**config.mk**
```make
export PLATFORM = sky130hd
export DESIGN_NAME = cfg_write_scheduler_flat
export DESIGN_NICKNAME = d
export VERILOG_FILES = /design/src/rtl/cfg_write_scheduler_pkg.sv /design/src/rtl/cfg_write_scheduler_if.sv /design/src/rtl/cfg_write_scheduler_rr_arbiter.sv /design/src/rtl/cfg_write_scheduler.sv /design/src/flat_wrapper.sv
export SDC_FILE = /design/constraint.sdc
export NUM_CORES = 1
export LEC_CHECK = 0
export ABC_CLOCK_PERIOD_IN_PS = 2500
export CORE_MARGIN = 3
export CORE_UTILIZATION = 45
export DETAILED_ROUTE_END_ITERATION = 8
export PLACE_DENSITY = 0.72
export SLEW_MARGIN = 20
export SYNTH_ARGS = -nofsm -noshare
export SYNTH_HDL_FRONTEND = slang
export SYNTH_SLANG_ARGS = --single-unit
export TNS_END_PERCENT = 30
```
**constraint.sdc**
```tcl
create_clock -name clk -period 2.5 [get_ports clk]
set_clock_uncertainty 0.05 [all_clocks]
set_input_delay 0.25 -clock clk [delete_from_list [all_inputs] [get_ports clk]]
set_output_delay 0.25 -clock clk [all_outputs]
set_load 0.02 [all_outputs]
```
**src/rtl/cfg_write_scheduler_pkg.sv**
```systemverilog
`default_nettype none
// ============================================================================
// Package     : cfg_regs_pkg
// Description : Register-bank constants shared by the SPI peripheral and the
//               configuration write scheduler: request address width, highest
//               implemented address, register addresses and scheduler states.
// Revision    : 1.0 - initial release
// ============================================================================
package cfg_regs_pkg;

    localparam int ADDR_W   = 7;
    localparam int MAX_ADDR = 4;
    localparam int N_REGS   = MAX_ADDR + 1;

    localparam logic [ADDR_W-1:0] REG_0X00 = 7'd0;
    localparam logic [ADDR_W-1:0] REG_0X01 = 7'd1;
    localparam logic [ADDR_W-1:0] REG_0X02 = 7'd2;
    localparam logic [ADDR_W-1:0] REG_0X03 = 7'd3;
    localparam logic [ADDR_W-1:0] REG_0X04 = 7'd4;

    typedef enum logic [0:0] {
        IDLE  = 1'b0,
        GRANT = 1'b1
    } sched_state_t;

endpackage
`default_nettype wire

```
**src/rtl/cfg_write_scheduler_if.sv**
```systemverilog
`default_nettype none
// ============================================================================
// Interface   : cfg_wr_if
// Description : Multi-requester register write bus.
//               req_valid/req_addr/req_data : requester -> scheduler (flattened,
//               requester i at [i*ADDR_W +: ADDR_W] and [i*W +: W])
//               req_ready (one-hot) / req_err : scheduler -> requesters
// Revision    : 1.0 - initial release
// ============================================================================
interface cfg_wr_if #(
    parameter int N_REQ  = 2,
    parameter int W      = 8,
    parameter int ADDR_W = cfg_regs_pkg::ADDR_W
) ();
    logic [N_REQ-1:0]        req_valid;
    logic [N_REQ*ADDR_W-1:0] req_addr;
    logic [N_REQ*W-1:0]      req_data;
    logic [N_REQ-1:0]        req_ready;
    logic                    req_err;

    modport master (
        output req_valid, req_addr, req_data,
        input  req_ready, req_err
    );

    modport slave (
        input  req_valid, req_addr, req_data,
        output req_ready, req_err
    );
endinterface
`default_nettype wire

```
**src/rtl/cfg_write_scheduler_rr_arbiter.sv**
```systemverilog
`default_nettype none
// ============================================================================
// Module      : rr_arbiter
// Description : Combinational round-robin arbiter. The first asserted request
//               after index 'last' (wrapping) receives the one-hot grant.
//               req  in  N   request vector
//               last in  LW  index of the previous winner
//               gnt  out N   one-hot grant (all zero when no request)
// Revision    : 1.0 - initial release
// ============================================================================
module rr_arbiter #(
    parameter int N = 2
) (
    input  logic [N-1:0]                        req,
    input  logic [((N > 1) ? $clog2(N) : 1)-1:0] last,
    output logic [N-1:0]                        gnt
);
    localparam int LW = (N > 1) ? $clog2(N) : 1;

    logic [LW-1:0] w_idx;
    logic          w_found;

    // Scan from last+1 around the ring; the first requester seen wins.
    always_comb begin
        gnt     = '0;
        w_idx   = '0;
        w_found = 1'b0;
        for (int k = 1; k <= N; k++) begin
            w_idx = LW'((int'(last) + k) % N);
            if (!w_found && req[w_idx]) begin
                gnt[w_idx] = 1'b1;
                w_found    = 1'b1;
            end
        end
    end
endmodule
`default_nettype wire

```
**src/rtl/cfg_write_scheduler.sv**
```systemverilog
`default_nettype none
// ============================================================================
// Module      : cfg_write_scheduler
// Description : Round-robin write scheduler for the configuration register
//               bank. Accepted writes land in staging registers; staging is
//               copied to the active outputs on commit_i (or every cycle when
//               IMMEDIATE=1) so downstream logic sees glitch-free updates.
//               clk, rst_n (sync, active-low)
//               bus       slave side of cfg_wr_if (valid/addr/data, ready/err)
//               commit_i  copy staging to active when pending
//               pending   staging holds uncommitted writes
//               reg_0x00..reg_0x04  active register values
// Revision    : 1.0 - initial release
// ============================================================================
module cfg_write_scheduler #(
    parameter int W         = 8,
    parameter int ADDR_W    = cfg_regs_pkg::ADDR_W,
    parameter int N_REQ     = 2,
    parameter int MAX_ADDR  = cfg_regs_pkg::MAX_ADDR,
    parameter int IMMEDIATE = 0
) (
    input  logic         clk,
    input  logic         rst_n,
    cfg_wr_if.slave      bus,
    input  logic         commit_i,
    output logic         pending,
    output logic [W-1:0] reg_0x00,
    output logic [W-1:0] reg_0x01,
    output logic [W-1:0] reg_0x02,
    output logic [W-1:0] reg_0x03,
    output logic [W-1:0] reg_0x04
);
    import cfg_regs_pkg::*;

    localparam int             LW         = (N_REQ > 1) ? $clog2(N_REQ) : 1;
    localparam logic [LW-1:0]  C_LAST_RST = LW'(N_REQ - 1);

    sched_state_t         r_state;
    logic [LW-1:0]        r_winner;
    logic [LW-1:0]        r_last;
    logic [ADDR_W-1:0]    r_addr;
    logic [W-1:0]         r_data;
    logic [N_REQ-1:0]     r_ready;
    logic                 r_err;
    logic                 r_pending;
    logic [W-1:0]         r_stage  [N_REGS];
    logic [W-1:0]         r_active [N_REGS];

    logic [N_REQ-1:0]     w_gnt;
    logic [LW-1:0]        w_gnt_idx;
    logic [ADDR_W-1:0]    w_sel_addr;
    logic [W-1:0]         w_sel_data;
    logic                 w_sel_bad;
    logic                 w_wr;

    rr_arbiter #(.N(N_REQ)) u_arb (
        .req  (bus.req_valid),
        .last (r_last),
        .gnt  (w_gnt)
    );

    // Winner index and its payload, selected by the one-hot grant.
    always_comb begin
        w_gnt_idx  = '0;
        w_sel_addr = '0;
        w_sel_data = '0;
        for (int i = 0; i < N_REQ; i++) begin
            if (w_gnt[i]) begin
                w_gnt_idx  = LW'(i);
                w_sel_addr = bus.req_addr[i*ADDR_W +: ADDR_W];
                w_sel_data = bus.req_data[i*W +: W];
            end
        end
    end

    assign w_sel_bad = (w_sel_addr > ADDR_W'(MAX_ADDR));
    // r_err is registered together with the latched payload, so it also
    // marks the GRANT cycle's write as out of range.
    assign w_wr      = (r_state == GRANT) && !r_err;

    always_ff @(posedge clk) begin
        if (!rst_n) begin
            r_state   <= IDLE;
            r_winner  <= '0;
            r_last    <= C_LAST_RST;
            r_addr    <= '0;
            r_data    <= '0;
            r_ready   <= '0;
            r_err     <= 1'b0;
            r_pending <= 1'b0;
            for (int k = 0; k < N_REGS; k++) begin
                r_stage[k]  <= '0;
                r_active[k] <= '0;
            end
        end else begin
            r_ready <= '0;
            r_err   <= 1'b0;

            case (r_state)
                IDLE: begin
                    if (|bus.req_valid) begin
                        r_winner <= w_gnt_idx;
                        r_addr   <= w_sel_addr;
                        r_data   <= w_sel_data;
                        r_ready  <= w_gnt;
                        r_err    <= w_sel_bad;
                        r_state  <= GRANT;
                    end
                end
                GRANT: begin
                    r_last  <= r_winner;
                    r_state <= IDLE;
                end
                default: r_state <= IDLE;
            endcase

            // Commit samples staging before this cycle's write lands, so a
            // write in the commit cycle stays pending for the next commit.
            if (IMMEDIATE != 0) begin
                for (int k = 0; k < N_REGS; k++) r_active[k] <= r_stage[k];
                r_pending <= 1'b0;
            end else if (commit_i && r_pending) begin
                for (int k = 0; k < N_REGS; k++) r_active[k] <= r_stage[k];
                r_pending <= 1'b0;
            end

            if (w_wr) begin
                for (int k = 0; k < N_REGS; k++) begin
                    if (r_addr == ADDR_W'(k)) r_stage[k] <= r_data;
                end
                if (IMMEDIATE == 0) r_pending <= 1'b1;
            end
        end
    end

    // Masking with rst_n suppresses the accept pulse when reset hits the
    // GRANT cycle, so no requester sees a write that never happened.
    assign bus.req_ready = r_ready & {N_REQ{rst_n}};
    assign bus.req_err   = r_err & rst_n;
    assign pending       = r_pending;

    assign reg_0x00 = r_active[0];
    assign reg_0x01 = r_active[1];
    assign reg_0x02 = r_active[2];
    assign reg_0x03 = r_active[3];
    assign reg_0x04 = r_active[4];
endmodule
`default_nettype wire

```
**src/flat_wrapper.sv**
```systemverilog
// flat-port wrapper written by rule: the top's interface ports become plain ports
module cfg_write_scheduler_flat import cfg_regs_pkg::*;
#(
    parameter int W         = 8,
    parameter int ADDR_W    = cfg_regs_pkg::ADDR_W,
    parameter int N_REQ     = 2,
    parameter int MAX_ADDR  = cfg_regs_pkg::MAX_ADDR,
    parameter int IMMEDIATE = 0
)
  (clk, rst_n, commit_i, pending, reg_0x00, reg_0x01, reg_0x02, reg_0x03, reg_0x04, bus_req_valid, bus_req_addr, bus_req_data, bus_req_ready, bus_req_err);
  cfg_wr_if #(.N_REQ(N_REQ), .W(W), .ADDR_W(ADDR_W)) bus_i ();
  input  logic clk;
  input  logic rst_n;
  input  logic commit_i;
  output logic pending;
  output logic [W-1:0] reg_0x00;
  output logic [W-1:0] reg_0x01;
  output logic [W-1:0] reg_0x02;
  output logic [W-1:0] reg_0x03;
  output logic [W-1:0] reg_0x04;
  input wire logic [$bits(bus_i.req_valid)-1:0] bus_req_valid;
  input wire logic [$bits(bus_i.req_addr)-1:0] bus_req_addr;
  input wire logic [$bits(bus_i.req_data)-1:0] bus_req_data;
  output wire logic [$bits(bus_i.req_ready)-1:0] bus_req_ready;
  output wire logic [$bits(bus_i.req_err)-1:0] bus_req_err;
  assign bus_i.req_valid = bus_req_valid;
  assign bus_i.req_addr = bus_req_addr;
  assign bus_i.req_data = bus_req_data;
  assign bus_req_ready = bus_i.req_ready;
  assign bus_req_err = bus_i.req_err;
  cfg_write_scheduler #(.W(W), .ADDR_W(ADDR_W), .N_REQ(N_REQ), .MAX_ADDR(MAX_ADDR), .IMMEDIATE(IMMEDIATE)) u_core (.clk(clk), .rst_n(rst_n), .bus(bus_i), .commit_i(commit_i), .pending(pending), .reg_0x00(reg_0x00), .reg_0x01(reg_0x01), .reg_0x02(reg_0x02), .reg_0x03(reg_0x03), .reg_0x04(reg_0x04));
endmodule
```
==> metrics <==
Seq/Total Area, Yosys=74.3%; Flop pwr share=57.4%; initial drt markers=97; worst vdd ir=359 uV; Startpoint Class=register; DRT Pass-1 Iters=4; clock sink total=102; H-tree depth=3; slew margin rel.=33.4%; share of power burned in the clock network=32.2%; total number of vias=2,200; Leak Pwr=1.80 nW; final worst-path cycle share=76.5%; largest cells by area after synthesis=edfxtp_1 (63%), dfxtp_1 (12%), and2_1 (8.5%); Setup crit end kind=register; starting density of the core=48.0%; Reg2Reg Setup Slack=0.59 ns; Synth top area share=62.8%; via/cell ratio=4.91; Synth area leader=edfxtp_1; Die Ht=98.2 um; Internal=2.69 mW; Syn Nets=291; area grow syn2layout=29.2%; fin nets=376; Power Dens Cells=691 nW/um^2; post-layout instance area=4940 um^2; core area=7970 um^2; Root Driver=clkbuf_8; gpl congestion=0.827; sw frac=21.3%; final WL=6390 um; post-CTS resize count=0; initial antenna violation count=0; FP Rows=32; post-route ant nets=0; CTS tree=done; post-CTS setup buffers=0; Slew Viols, Final=0; required time of the worst setup path=2.52 ns; TNS Setup=0 ns; slowest stage delay, CP=0.34 ns; GR Overflow Total=0; FMAX=523 MHz; Worst Path Arrival=1.93 ns; flops & latches, synth=102; status=completed; fin crit period=1.91 ns; delay-heaviest family, CP=simple AND/OR/NAND/NOR gates; setup violators final=0; Fin. Hold Viols=0; actual slew at the worst max-slew pin=0.998 ns; RSZ-0062 raised after global routing=no; max cap viols=0; Post-Syn Area per Cell=14.9 um^2; clock tree buffer depth=2; CP max FO=8; Hold Slack=0.422 ns; mapped cell area=3820 um^2; CP startpoint=u_core.r_addr[6]; DP Area=4720 um^2; critical path class=reg2reg; hold crit path type=reg2reg; Cell Chain, Critical Path=nor4_1, nand2b_1, or2_2, o31ai_1, buf_4; Die X=98.2 um; pin count of the biggest net entering global routing=41; Die ar.=9640 um^2; most common cell after layout, fill and taps aside=edfxtp_1; distinct cell type count after synthesis=30; io pins=79; cts bufs inserted=9; gr usage total=13.6%; Hold Path Origin=u_core.r_winner; NetSw=0.728 mW; combinational power share=10.5%; most frequent cells in the layout=edfxtp_1 (80), clkdlybuf4s50_1 (78), and2_1 (52); yosys warns=0; DRC Markers=0; CTS clk-pin slew, worst paths=0.09 ns; vias in the first global route=2,024; cell count after synthesis=256; # hold bufs at CTS=0; Avg WL per Cell=14.3 um; global-route wire length before repair=10,000 um; Worst R2R Start=u_core.r_addr[6]; post-DP HPWL=4430 um; share of post-route cells with drive strength above 1=10.4%; Bufs and invs on worst path=1; worst skew pair latency=0.35 ns; CP max-delay cell=nor4_1; port bufs=78; # diodes=0
==> metrics by stage <==
step	std cells	total power [mW]	utilization, %	setup WS [ns]
after floorplan	256	2.18	-	0.419
after global placement	432	2.35	59.3	0.438
after detailed placement	432	2.36	59.3	0.376
after CTS	448	3.44	62.0	0.364
after global routing	448	3.55	62.0	0.522
final	448	3.41	62.0	0.589
==> power by group through the flow <==
stage	Combinational, mW	Clock, mW	Sequential (mW)
after CTS	0.361	1.12	1.96
after floorplan	0.144	0	2.04
final	0.357	1.10	1.96
after global placement	0.355	0	2.00
after global routing	0.384	1.20	1.97
after detailed placement	0.360	0	2.00
==> cells in the mapped netlist, drive strengths merged <==
library cell and instances:
or4 2, buf 6, nand2b 6, or2 2, a32o 1, o21ai 20, a22oi 1, o211ai 1
a21oi 1, o31ai 1, mux2i 1, dfxtp 22, nor2 18, and2 52, and3 3, a221oi 14
a21bo 1, nor4 1, a21boi 4, nand2 11, clkbuf 7, inv 1, edfxtp 80
==> metal layers <==
layer | global-route usage (%) | wire [um] | vias up
li1 | - | - | 1102
met1 | 18.1 | 3000 | 995
met2 | 20.4 | 2800 | 92
met3 | 4.07 | 444 | 11
met4 | 6.83 | 149 | 0
met5 | 0 | 0 | -
==> state kept, by name, summed over array words and instances (netlist names) <==
register / cells
u_core.pending: 1
u_core.r_active: 40
u_core.r_addr: 7
u_core.r_data: 8
u_core.r_err: 1
u_core.r_last: 1
u_core.r_ready: 2
u_core.r_stage: 40
u_core.r_state: 1
u_core.r_winner: 1
==> cell type report <==
type	instances	area (um^2)
inverter	1	3.75
fill	604	3030
clock inverter	4	72.6
clock buffer	12	145
tap	102	128
timing repair buffer	87	848
sequential	102	2840
multi-input combinational	140	901
==> worst paths after layout <==
path,to,depth (start not counted)
setup / recovery,u_core.r_stage[0][0],5
hold / removal,u_core.r_winner,2
setup reg to reg,u_core.r_stage[0][0],5
hold reg to reg,u_core.r_winner,2
==> worst register-to-register path: cells and delay by family (launching register included) <==
family | cells | cell delay, ns
flops | 1 | 0.32
compound gates | 1 | 0.25
buf+inv | 1 | 0.22
simple gates | 3 | 0.79
==> cells by family (layout without fill, tap and decap cells) <==
family | after synthesis | count (layout) | share of synthesized area (%)
mux | 1 | 1 | 0.262
buf+inv | 14 | 104 | 2.13
compound gates | 44 | 44 | 9.45
flops | 102 | 102 | 74.3
simple gates | 95 | 95 | 13.8
(Power assumes the default switching activity.)
